## src/rtl/uart_pkg.sv

```systemverilog
// Shared definitions for the bus UART: register offsets, STATUS bit positions and FSM states.
package uart_pkg;

    localparam logic [1:0] REG_TXDATA  = 2'd0;
    localparam logic [1:0] REG_RXDATA  = 2'd1;
    localparam logic [1:0] REG_STATUS  = 2'd2;
    localparam logic [1:0] REG_DIVISOR = 2'd3;

    localparam int ST_TX_FULL  = 0;
    localparam int ST_TX_EMPTY = 1;
    localparam int ST_RX_VALID = 2;
    localparam int ST_OVERRUN  = 3;
    localparam int ST_COUNT    = 8;

    typedef enum logic [1:0] {TX_IDLE, TX_START, TX_DATA, TX_STOP} tx_state_t;
    typedef enum logic [1:0] {RX_IDLE, RX_START, RX_DATA, RX_STOP} rx_state_t;

endpackage

```

## src/rtl/bus_uart_if.sv

```systemverilog
// Single-cycle CPU data bus as seen by a peripheral: comb. request in, registered read data back.
interface bus_uart_if;
    logic        sel;
    logic [1:0]  addr;
    logic [31:0] data_w;
    logic [3:0]  mask_w;
    logic [31:0] data_r;

    modport master (output sel, addr, data_w, mask_w, input data_r);
    modport slave  (input sel, addr, data_w, mask_w, output data_r);
endinterface

```

## src/rtl/sync_fifo.sv

```systemverilog
// Synchronous FIFO with occupancy count; pushes when full and pops when empty are ignored.
module sync_fifo #(
    parameter int WIDTH = 8,
    parameter int DEPTH = 16
) (
    input  logic                     clock,
    input  logic                     reset,
    input  logic                     push,
    input  logic [WIDTH-1:0]         din,
    input  logic                     pop,
    output logic [WIDTH-1:0]         dout,
    output logic                     full,
    output logic                     empty,
    output logic [$clog2(DEPTH):0]   count
);
    localparam int AW = $clog2(DEPTH);

    logic [WIDTH-1:0] mem [DEPTH];
    logic [AW-1:0]    wr_ptr;
    logic [AW-1:0]    rd_ptr;
    logic             push_ok;
    logic             pop_ok;

    assign full    = (count == (AW+1)'(DEPTH));
    assign empty   = (count == '0);
    assign push_ok = push && !full;
    assign pop_ok  = pop && !empty;
    assign dout    = mem[rd_ptr];

    always_ff @(posedge clock) begin
        if (push_ok) mem[wr_ptr] <= din;
    end

    // Pointers wrap naturally because DEPTH is a power of two.
    always_ff @(posedge clock or negedge reset) begin
        if (!reset) begin
            wr_ptr <= '0;
            rd_ptr <= '0;
            count  <= '0;
        end else begin
            if (push_ok) wr_ptr <= wr_ptr + 1'b1;
            if (pop_ok)  rd_ptr <= rd_ptr + 1'b1;
            if (push_ok && !pop_ok)      count <= count + 1'b1;
            else if (pop_ok && !push_ok) count <= count - 1'b1;
        end
    end
endmodule

```

## src/rtl/bus_uart.sv

```systemverilog
// Memory-mapped UART: TX byte FIFO feeding a shift FSM, RX sampler with a one-byte holding register.
module bus_uart
    import uart_pkg::*;
#(
    parameter int FIFO_DEPTH = 16,
    parameter int DIV_WIDTH  = 16,
    parameter int DIV_RESET  = 868
) (
    input  logic        clock,
    input  logic        reset,
    bus_uart_if.slave   bus,
    output logic        tx,
    input  logic        rx,
    output logic        irq
);
    localparam int CW = $clog2(FIFO_DEPTH) + 1;

    logic                 wr_en, rd_en, rd_rx, ovr_clr;
    logic [DIV_WIDTH-1:0] divisor, div_eff, div_last, rx_half;
    logic                 fifo_push, fifo_pop, fifo_full, fifo_empty;
    logic [7:0]           fifo_dout;
    logic [CW-1:0]        fifo_count;
    tx_state_t            tx_state;
    logic [DIV_WIDTH-1:0] tx_cnt;
    logic [2:0]           tx_bit;
    logic [7:0]           tx_shift;
    rx_state_t            rx_state;
    logic [DIV_WIDTH-1:0] rx_cnt;
    logic [2:0]           rx_bit;
    logic [7:0]           rx_shift, rx_byte;
    logic                 rx_s1, rx_s2, rx_s3;
    logic                 rx_valid, rx_valid_nxt, rx_done, overrun;
    logic [31:0]          status;
    logic                 unused_data;

    assign wr_en     = bus.sel && (bus.mask_w != 4'b0);
    assign rd_en     = bus.sel && (bus.mask_w == 4'b0);
    assign rd_rx     = rd_en && (bus.addr == REG_RXDATA);
    assign ovr_clr   = wr_en && (bus.addr == REG_STATUS) && bus.mask_w[0] && bus.data_w[ST_OVERRUN];
    assign div_eff   = (divisor == '0) ? DIV_WIDTH'(1) : divisor;
    assign div_last  = div_eff - DIV_WIDTH'(1);
    assign rx_half   = div_eff >> 1;
    assign fifo_push = wr_en && (bus.addr == REG_TXDATA) && bus.mask_w[0];
    assign fifo_pop  = !fifo_empty &&
                       ((tx_state == TX_IDLE) || (tx_state == TX_STOP && tx_cnt == '0));
    assign rx_done   = (rx_state == RX_STOP) && (rx_cnt == '0) && rx_s2;
    // A read racing a completion keeps the flag set: the CPU saw the old byte, not the new one.
    assign rx_valid_nxt = rx_done || (rx_valid && !rd_rx);
    assign unused_data  = ^bus.data_w;

    sync_fifo #(.WIDTH(8), .DEPTH(FIFO_DEPTH)) u_fifo (
        .clock (clock),
        .reset (reset),
        .push  (fifo_push),
        .din   (bus.data_w[7:0]),
        .pop   (fifo_pop),
        .dout  (fifo_dout),
        .full  (fifo_full),
        .empty (fifo_empty),
        .count (fifo_count)
    );

    always_ff @(posedge clock or negedge reset) begin
        if (!reset) begin
            divisor <= DIV_WIDTH'(DIV_RESET);
        end else if (wr_en && bus.addr == REG_DIVISOR) begin
            for (int b = 0; b < DIV_WIDTH; b++)
                if (bus.mask_w[b/8]) divisor[b] <= bus.data_w[b];
        end
    end

    // Every state holds for div_eff cycles; the counter reloads from the live divisor on entry.
    always_ff @(posedge clock or negedge reset) begin
        if (!reset) begin
            tx_state <= TX_IDLE;
            tx       <= 1'b1;
            tx_cnt   <= '0;
            tx_bit   <= '0;
            tx_shift <= '0;
        end else begin
            case (tx_state)
                TX_IDLE: begin
                    if (fifo_pop) begin
                        tx_state <= TX_START;
                        tx       <= 1'b0;
                        tx_shift <= fifo_dout;
                        tx_cnt   <= div_last;
                    end
                end
                TX_START: begin
                    if (tx_cnt == '0) begin
                        tx_state <= TX_DATA;
                        tx       <= tx_shift[0];
                        tx_shift <= {1'b0, tx_shift[7:1]};
                        tx_bit   <= '0;
                        tx_cnt   <= div_last;
                    end else tx_cnt <= tx_cnt - 1'b1;
                end
                TX_DATA: begin
                    if (tx_cnt == '0) begin
                        tx_cnt <= div_last;
                        if (tx_bit == 3'd7) begin
                            tx_state <= TX_STOP;
                            tx       <= 1'b1;
                        end else begin
                            tx       <= tx_shift[0];
                            tx_shift <= {1'b0, tx_shift[7:1]};
                            tx_bit   <= tx_bit + 1'b1;
                        end
                    end else tx_cnt <= tx_cnt - 1'b1;
                end
                TX_STOP: begin
                    if (tx_cnt == '0) begin
                        if (fifo_pop) begin
                            tx_state <= TX_START;
                            tx       <= 1'b0;
                            tx_shift <= fifo_dout;
                            tx_cnt   <= div_last;
                        end else tx_state <= TX_IDLE;
                    end else tx_cnt <= tx_cnt - 1'b1;
                end
                default: tx_state <= TX_IDLE;
            endcase
        end
    end

    always_ff @(posedge clock or negedge reset) begin
        if (!reset) begin
            rx_s1 <= 1'b1;
            rx_s2 <= 1'b1;
            rx_s3 <= 1'b1;
        end else begin
            rx_s1 <= rx;
            rx_s2 <= rx_s1;
            rx_s3 <= rx_s2;
        end
    end

    // Samples land mid-bit: half a bit after the start edge, then one full bit apart.
    always_ff @(posedge clock or negedge reset) begin
        if (!reset) begin
            rx_state <= RX_IDLE;
            rx_cnt   <= '0;
            rx_bit   <= '0;
            rx_shift <= '0;
            rx_byte  <= '0;
            rx_valid <= 1'b0;
            overrun  <= 1'b0;
            irq      <= 1'b0;
        end else begin
            rx_valid <= rx_valid_nxt;
            irq      <= rx_valid_nxt;
            if (rx_done) rx_byte <= rx_shift;
            if (rx_done && rx_valid && !rd_rx) overrun <= 1'b1;
            else if (ovr_clr)                  overrun <= 1'b0;
            case (rx_state)
                RX_IDLE: begin
                    if (rx_s3 && !rx_s2) begin
                        rx_state <= RX_START;
                        rx_cnt   <= (rx_half == '0) ? '0 : rx_half - 1'b1;
                    end
                end
                RX_START: begin
                    if (rx_cnt == '0) begin
                        rx_state <= rx_s2 ? RX_IDLE : RX_DATA;
                        rx_bit   <= '0;
                        rx_cnt   <= div_last;
                    end else rx_cnt <= rx_cnt - 1'b1;
                end
                RX_DATA: begin
                    if (rx_cnt == '0) begin
                        rx_shift <= {rx_s2, rx_shift[7:1]};
                        rx_cnt   <= div_last;
                        if (rx_bit == 3'd7) rx_state <= RX_STOP;
                        else                rx_bit   <= rx_bit + 1'b1;
                    end else rx_cnt <= rx_cnt - 1'b1;
                end
                RX_STOP: begin
                    if (rx_cnt == '0) rx_state <= RX_IDLE;
                    else              rx_cnt   <= rx_cnt - 1'b1;
                end
                default: rx_state <= RX_IDLE;
            endcase
        end
    end

    always_comb begin
        status                 = '0;
        status[ST_TX_FULL]     = fifo_full;
        status[ST_TX_EMPTY]    = fifo_empty && (tx_state == TX_IDLE);
        status[ST_RX_VALID]    = rx_valid;
        status[ST_OVERRUN]     = overrun;
        status[ST_COUNT +: CW] = fifo_count;
    end

    always_ff @(posedge clock or negedge reset) begin
        if (!reset) begin
            bus.data_r <= '0;
        end else if (rd_en) begin
            case (bus.addr)
                REG_RXDATA:  bus.data_r <= {23'b0, rx_valid, rx_byte};
                REG_STATUS:  bus.data_r <= status;
                REG_DIVISOR: bus.data_r <= 32'(divisor);
                default:     bus.data_r <= '0;
            endcase
        end else begin
            bus.data_r <= '0;
        end
    end
endmodule

```

## src/flat_wrapper.sv

```systemverilog
// flat-port wrapper written by rule: the top's interface ports become plain ports
module bus_uart_flat import uart_pkg::*;
#(
    parameter int FIFO_DEPTH = 16,
    parameter int DIV_WIDTH  = 16,
    parameter int DIV_RESET  = 868
)
  (clock, reset, tx, rx, irq, bus_sel, bus_addr, bus_data_w, bus_mask_w, bus_data_r);
  bus_uart_if bus_i ();
  input  logic clock;
  input  logic reset;
  output logic tx;
  input  logic rx;
  output logic irq;
  input wire logic [$bits(bus_i.sel)-1:0] bus_sel;
  input wire logic [$bits(bus_i.addr)-1:0] bus_addr;
  input wire logic [$bits(bus_i.data_w)-1:0] bus_data_w;
  input wire logic [$bits(bus_i.mask_w)-1:0] bus_mask_w;
  output wire logic [$bits(bus_i.data_r)-1:0] bus_data_r;
  assign bus_i.sel = bus_sel;
  assign bus_i.addr = bus_addr;
  assign bus_i.data_w = bus_data_w;
  assign bus_i.mask_w = bus_mask_w;
  assign bus_data_r = bus_i.data_r;
  bus_uart #(.FIFO_DEPTH(FIFO_DEPTH), .DIV_WIDTH(DIV_WIDTH), .DIV_RESET(DIV_RESET)) u_core (.clock(clock), .reset(reset), .bus(bus_i), .tx(tx), .rx(rx), .irq(irq));
endmodule
```

## config.mk

```make
export PLATFORM = sky130hd
export DESIGN_NAME = bus_uart_flat
export DESIGN_NICKNAME = d
export VERILOG_FILES = /design/src/rtl/uart_pkg.sv /design/src/rtl/bus_uart_if.sv /design/src/rtl/sync_fifo.sv /design/src/rtl/bus_uart.sv /design/src/flat_wrapper.sv
export SDC_FILE = /design/constraint.sdc
export NUM_CORES = 1
export LEC_CHECK = 0
export BUFFER_PORTS_ARGS = -buffer_cell sky130_fd_sc_hd__buf_2
export CORE_MARGIN = 2
export CORE_UTILIZATION = 48
export CTS_BUF_LIST = sky130_fd_sc_hd__clkbuf_4
export DETAILED_ROUTE_END_ITERATION = 10
export PLACE_DENSITY_LB_ADDON = 0.15
export SLEW_MARGIN = 20
export SYNTH_ARGS = -nofsm -noshare
export SYNTH_HDL_FRONTEND = slang
export SYNTH_HIERARCHICAL = 1
export SYNTH_SLANG_ARGS = --single-unit
```

## constraint.sdc

```tcl
create_clock -name clock -period 6.5 [get_ports clock]
set_input_delay 1.3 -clock clock [delete_from_list [all_inputs] [get_ports clock]]
set_output_delay 1.3 -clock clock [all_outputs]
set_load 0.03 [all_outputs]
```

# Yosys cells after proc, flatten, opt, wreduce, memory -nomap -nowiden
# Memory sizes are Yosys's and may differ from the RTL's.
# Cells that the tools add are included.
# Widths: inputs -> output; s select.
# totals
register_bits,117
ram_bits,128
in_bits,42
out_inout_bits,34
word_cells,165
mem_count,1
# classes
add_sub_neg,10
eq_ne,25
muxes,52
reduce_logical,56
# memory_table
memory,depth,word_bits,read_ports,rd_ports_with_merged_regs,wr,line_no,text
u_core.u_fifo.mem,16,8,1,0,1,sync_fifo.sv:18,logic [WIDTH-1:0] mem [DEPTH];
# op_table
operator,n
$mux 16,9
$pmux 16 s3,3
$logic_not 16->1,4
$sub 16x1->16 const B,3
$mux 8,5
$pmux 8 s4,1
$logic_and 1x1->1,22
$mux 2,11
$mux 3,6
$pmux 2 s4,2
$sub 15x1->16 const B,1
$ne 2x1->1 const B,7
$eq 2x2->1 const B,6
$ne 2x2->1 const B,6
$pmux 3 s2,2
$reduce_and 4->1,3
$mux 1,10
$mux 5,2
$reduce_and 5->1,2
$add 4x1->4 const B,2
$reduce_and 2->1,4
$reduce_bool 2->1,4
$add 3x1->3 const B,2
$eq 2x1->1 const B,3
13 further kinds,23

# Depth between registers and ports, before layout
# depth
ltp_word,9
mapped_depth,18
depth_no_buf,16

# Cells and area by module
# Netlist, hierarchy kept.
# modules_own_cells
mod,instances,cells_each,area_per_inst_um2
bus_uart,1,713,6742.7
sync_fifo,1,322,5828.1

# Worst setup path before layout
# No wires, ideal clock.
# synth_path
path_type,register to register
from,register u_core.tx_cnt[4]
to,register u_core.u_fifo.count[4]
setup_time_ns,0.080
t_arrival_ns,3.897
setup_slack_ns,2.523
path_stages_with_launch,19
n_path_buf,4
path_cell_list,dfrtp_1 -> buf_6 -> or4_4 -> buf_6 -> or4_4 -> or2_0 -> buf_6 -> o22a_4 -> inv_6 -> buf_4 -> o21a_1 -> inv_2 -> ha_1 -> inv_1 -> ha_1 -> a21o_1 -> a21oi_1 -> mux2i_1 -> xnor2_1
# synth_via
elab_chain_len,8
# synth_rtl
item,line_no,text
from (decl),bus_uart.sv:24,logic [DIV_WIDTH-1:0] tx_cnt;
from (signal assigned),bus_uart.sv:87,tx_cnt <= div_last;
from (signal assigned),bus_uart.sv:96,tx_cnt <= div_last;
from (signal assigned),bus_uart.sv:97,end else tx_cnt <= tx_cnt - 1'b1;
$logic_not 16->1 (*),bus_uart.sv:45,((tx_state == TX_IDLE) || (tx_state == TX_STOP && tx_cnt == '0));
$logic_and 1x1->1 (*),bus_uart.sv:45,
$logic_or 1x1->1 (*),bus_uart.sv:45,
$logic_and 1x1->1 (*),bus_uart.sv:44,assign fifo_pop = !fifo_empty &&
named net u_core.fifo_pop,bus_uart.sv:20,"logic fifo_push, fifo_pop, fifo_full, fifo_empty;"
$logic_and 1x1->1 (*),sync_fifo.sv:27,assign pop_ok = pop && !empty;
$logic_not 1->1,sync_fifo.sv:43,if (push_ok && !pop_ok) count <= count + 1'b1;
$logic_and 1x1->1,sync_fifo.sv:43,
$mux 5 / $reduce_bool 2->1 (equally long branches),n/a,
to (signal assigned),sync_fifo.sv:43,
to (signal assigned),sync_fifo.sv:44,else if (pop_ok && !push_ok) count <= count - 1'b1;
to (decl),sync_fifo.sv:14,output logic [$clog2(DEPTH):0] count
# Mark *: on every way through the listed nets, which the timed path passes. The rest lies on a longest branch.
# A chain may end at the register's enable or synchronous reset.

# Worst setup path in the final report
# layout_path
from,register u_core.tx_cnt[0]
to,register u_core.u_fifo.count[4]
# layout_via
elab_chain_len,8
# layout_rtl
item,line_no
$logic_not 16->1 (*),bus_uart.sv:45
$logic_and 1x1->1 (*),bus_uart.sv:45
$logic_or 1x1->1 (*),bus_uart.sv:45
$logic_and 1x1->1 (*),bus_uart.sv:44
$logic_and 1x1->1 (*),sync_fifo.sv:27
$logic_not 1->1,sync_fifo.sv:43
$logic_and 1x1->1,sync_fifo.sv:43
$mux 5 / $reduce_bool 2->1 (equally long branches),n/a
# Every way passes the cells marked *; elsewhere a longest branch is shown, timed or not.

==> impl_metrics.toml <==
[die]
core_um2 = 25900
io-pin-count = 76
rows = 59
die_height_um = 166
start_util = 0.485
fp.dieArea_um2 = 27500
dieWidth_um = 166

[route]
detail_route.first_pass.iterations = 7
routed_wl_mm = 29.3
drc = 0
ant_nets = 0
drtIter0Drc = 620
via_count = 8509
detail_route.vias_per_cell = 5.74
routedWlPerCell_um = 19.8

[logic_synthesis]
syn_inst = 1035
netlist_area_um2 = 12600
yosysWarnings = 6
synth-edff-count = 128
synth_seq_cells = 245
ys.flop_type = "edfxtp_1"
synth_cell_types = 91
seq_area_frac_synth = 0.540
syn_avg_cell_area_um2 = 12.1
async_flop_share = 0.478

[clock_tree]
cts_buffers = 69
clock_latency_ns = 0.69
cts_resized = 0
hold_buffers = 0
cts-root-buf = "clkbuf_4"
cts.sinks = 245
path_clk_slew_ns = 0.07
cts_buffer_depth = 3
cts_setup_buffers = 0
cts_tree = "yes"
h-tree-depth = 3

[global_route]
grt_max_degree = 60
grt_pass1_vias = 8413
grtUsageTotal = 0.215
antenna_found_initial = 1
grt_pass1_wl_mm = 47.0
grt.overflow.total = 0

[sta]
final.period_utilization = 0.675
finClkSkew_ns = 0.0678
max_freq_ghz = 0.228
worst_pin_slew_ns = 1.12
min_period_ns = 4.39
setup_viol = 0
rsz0062_at_grt = "false"
finalHoldViolCount = 0
drv_slew = 0
relSlewSlack = 0.242
fin_tns_setup_ns = 0

[worst_setup_path]
required_ns = 7.10
crit_chain = "inv_1 > ha_1 > or3b_2 > or4_4 > or2_0 > o22a_4 > inv_6 > o21a_1 > inv_2 > ha_1 > inv_1 > ha_1 > a21o_1 > a21oi_1 > mux2i_1 > xnor2_1"
max_stage_delay_ns = 0.59
cp-start-kind = "flop"
path_max_fanout = 23
criticalPathCategory = "flop to flop"
crit_path_end_kind = "flop"
cp_common_cell = "ha_1"
slowest_stage = "or3b_2"
critical_path_arrival_ns = 4.99

[placed_design]
gp_congestion = 0.849
port_buffers = 43
hpwlAfterDp_mm = 19.4

[layout]
fillers = 2235
final_util = 0.532
drive_above_1_share = 0.250
nets = 1170
seq_area_um2 = 6780
area_delta_synth_final_pct = 9.62
multi_input_area_um2 = 5290

[power]
seq_power_share = 0.366
sw_frac_of_total = 0.389
combPwrFrac = 0.398
ir_drop_v = 0.000312
leakagePower_uw = 0.00553
p_switching_uw = 2340
p_clk_frac = 0.236
internal_power_uw = 3660
p_per_area_nw_per_um2 = 435

[status]
status = "finished clean"

[min_path]
hold_class = "flop to flop"

[job]
max_cap_viol_count = 0
[registers in the layout (all words and copies together), names as in the netlist, 5 cells and up, named ones only]
register,cells
u_core/rx_shift,8
u_core/rx_byte,8
u_core/divisor,16
u_core/bus.data_r,16
u_core/rx_cnt,16
u_core/tx_shift,8
u_core/u_fifo/count,5
u_core/tx_cnt,16
u_core/u_fifo/mem,128
[stage by stage]
stage | std cells | hold WS, ns | cell area, um^2 | setup slack [ns] | power [uW]
CTS | 1481 | 0.353 | 13800 | 2.14 | 6040
global placement | 1363 | 0.346 | 12900 | 2.18 | 4560
global route | 1482 | 0.355 | 13800 | 1.89 | 6410
floorplan | 1050 | 0.345 | 12600 | 2.52 | 4080
detailed placement | 1363 | 0.348 | 12900 | 2.14 | 4590
finish | 1482 | 0.357 | 13800 | 2.11 | 6000
[logic make-up (layout without fill, tap and decap cells)]
logic type / count (synthesis) / in the layout / synth area share
xor gates and xnor gates: 48 / 48 / 0.0334
and+or+nand+nor: 278 / 278 / 0.111
muxes: 112 / 112 / 0.112
buffers and inverters: 103 / 199 / 0.0462
other: 1 / 17 / 0.000298
AOI/OAI and AO/OA: 219 / 219 / 0.128
adders and majority gates: 29 / 29 / 0.0295
DFF: 245 / 245 / 0.540
[per-layer routing]
layer	GRT usage	wire [um]	up-vias
met2	0.334	13700	229
met5	0	0	-
met1	0.306	13700	4179
met4	0.0733	622	0
met3	0.0419	1360	63
li1	-	-	4038
[cells in the final DEF, fill, tap and decap left out, types with 25 or more instances in the layout]
| master | count |
|---|---|
| a21oi_1 | 37 |
| buf_2 | 42 |
| clkbuf_4 | 106 |
| dfrtp_1 | 107 |
| edfxtp_1 | 128 |
| ha_1 | 27 |
| mux2_2 | 44 |
| mux2i_1 | 45 |
| nand2_1 | 64 |
| nor2_1 | 79 |
| nor3_1 | 25 |
| o21ai_0 | 50 |
| xnor2_1 | 25 |
[power by group through the flow]
stage / clock network [uW] / logic (uW) / registers, uW
CTS: 1460 / 2380 / 2190
finish: 1410 / 2390 / 2200
floorplan: 0 / 2050 / 2030
global placement: 0 / 2350 / 2210
global route: 1550 / 2630 / 2230
detailed placement: 0 / 2380 / 2220
[synth_stat cells (4+ instances only)]
cell type / count / share of area
edfxtp_1: 128 / 0.31
dfrtp_1: 108 / 0.21
nor2_1: 79 / 0.024
nand2_1: 64 / 0.019
o21ai_0: 50 / 0.020
mux2i_1: 45 / 0.036
mux2_2: 44 / 0.039
clkbuf_1: 38 / 0.011
a21oi_1: 37 / 0.015
ha_1: 28 / 0.028
nor3_1: 27 / 0.011
xnor2_1: 25 / 0.017
inv_1: 24 / 0.0072
xor2_1: 23 / 0.016
buf_4: 19 / 0.011
mux4_2: 16 / 0.029
nand3_1: 13 / 0.0052
o22a_1: 12 / 0.0084
buf_6: 11 / 0.0099
nand4_1: 11 / 0.0055
a221oi_2: 10 / 0.012
a22oi_1: 10 / 0.0060
nor2b_1: 10 / 0.0050
or3_1: 10 / 0.0050
dfstp_2: 9 / 0.019
nor4_1: 9 / 0.0045
o22ai_1: 9 / 0.0045
a22o_1: 8 / 0.0056
and2_1: 8 / 0.0040
a221oi_1: 7 / 0.0049
mux2_4: 7 / 0.0084
nand2b_1: 7 / 0.0035
o211ai_1: 7 / 0.0042
o31ai_1: 7 / 0.0042
or4_1: 7 / 0.0042
a31oi_1: 6 / 0.0030
a211oi_1: 5 / 0.0030
a21o_1: 5 / 0.0030
and3_1: 5 / 0.0025
or2_2: 5 / 0.0025
a2111oi_0: 4 / 0.0028
a21boi_0: 4 / 0.0024
or3b_2: 4 / 0.0028
[cell type report]
class,count,area share
Inverter,26,0.00745
Clock buffer,106,0.0577
Tap cell,335,0.0304
Sequential cell,245,0.492
Timing Repair Buffer,55,0.0223
Clock inverter,12,0.00599
Antenna cell,1,0.000182
Multi-Input combinational cell,702,0.384
[worst max-delay path, delay by kind of cell (launching register included)]
family | cells | cell delay (ns)
compound gates | 4 | 0.95
mux | 1 | 0.25
flops | 1 | 0.44
fa+ha+maj | 3 | 0.67
simple gates | 3 | 1.33
xor+xnor | 1 | 0.13
buf+inv | 4 | 0.54
[final timing paths]
path / startpoint / end / slack (ns) / depth (start not counted)
min in group asynchronous: reset / u_core/tx_bit[1]$_DFFE_PN0P_ / 0.72 / 1
worst max-delay path: u_core/tx_cnt[0]$_DFF_PN0_ / u_core/u_fifo/count[4]$_DFFE_PN0P_ / 2.11 / 16
worst min-delay path: u_core/rx_s1$_DFF_PN1_ / u_core/rx_s2$_DFF_PN1_ / 0.36 / 0
worst max register to register: u_core/tx_cnt[0]$_DFF_PN0_ / u_core/u_fifo/count[4]$_DFFE_PN0P_ / 2.11 / 16
max in group asynchronous: reset / u_core/u_fifo/rd_ptr[0]$_DFFE_PN0P_ / 4.50 / 2
worst min register to register: u_core/rx_s1$_DFF_PN1_ / u_core/rx_s2$_DFF_PN1_ / 0.36 / 0
Power figures use the tool's default switching activity.
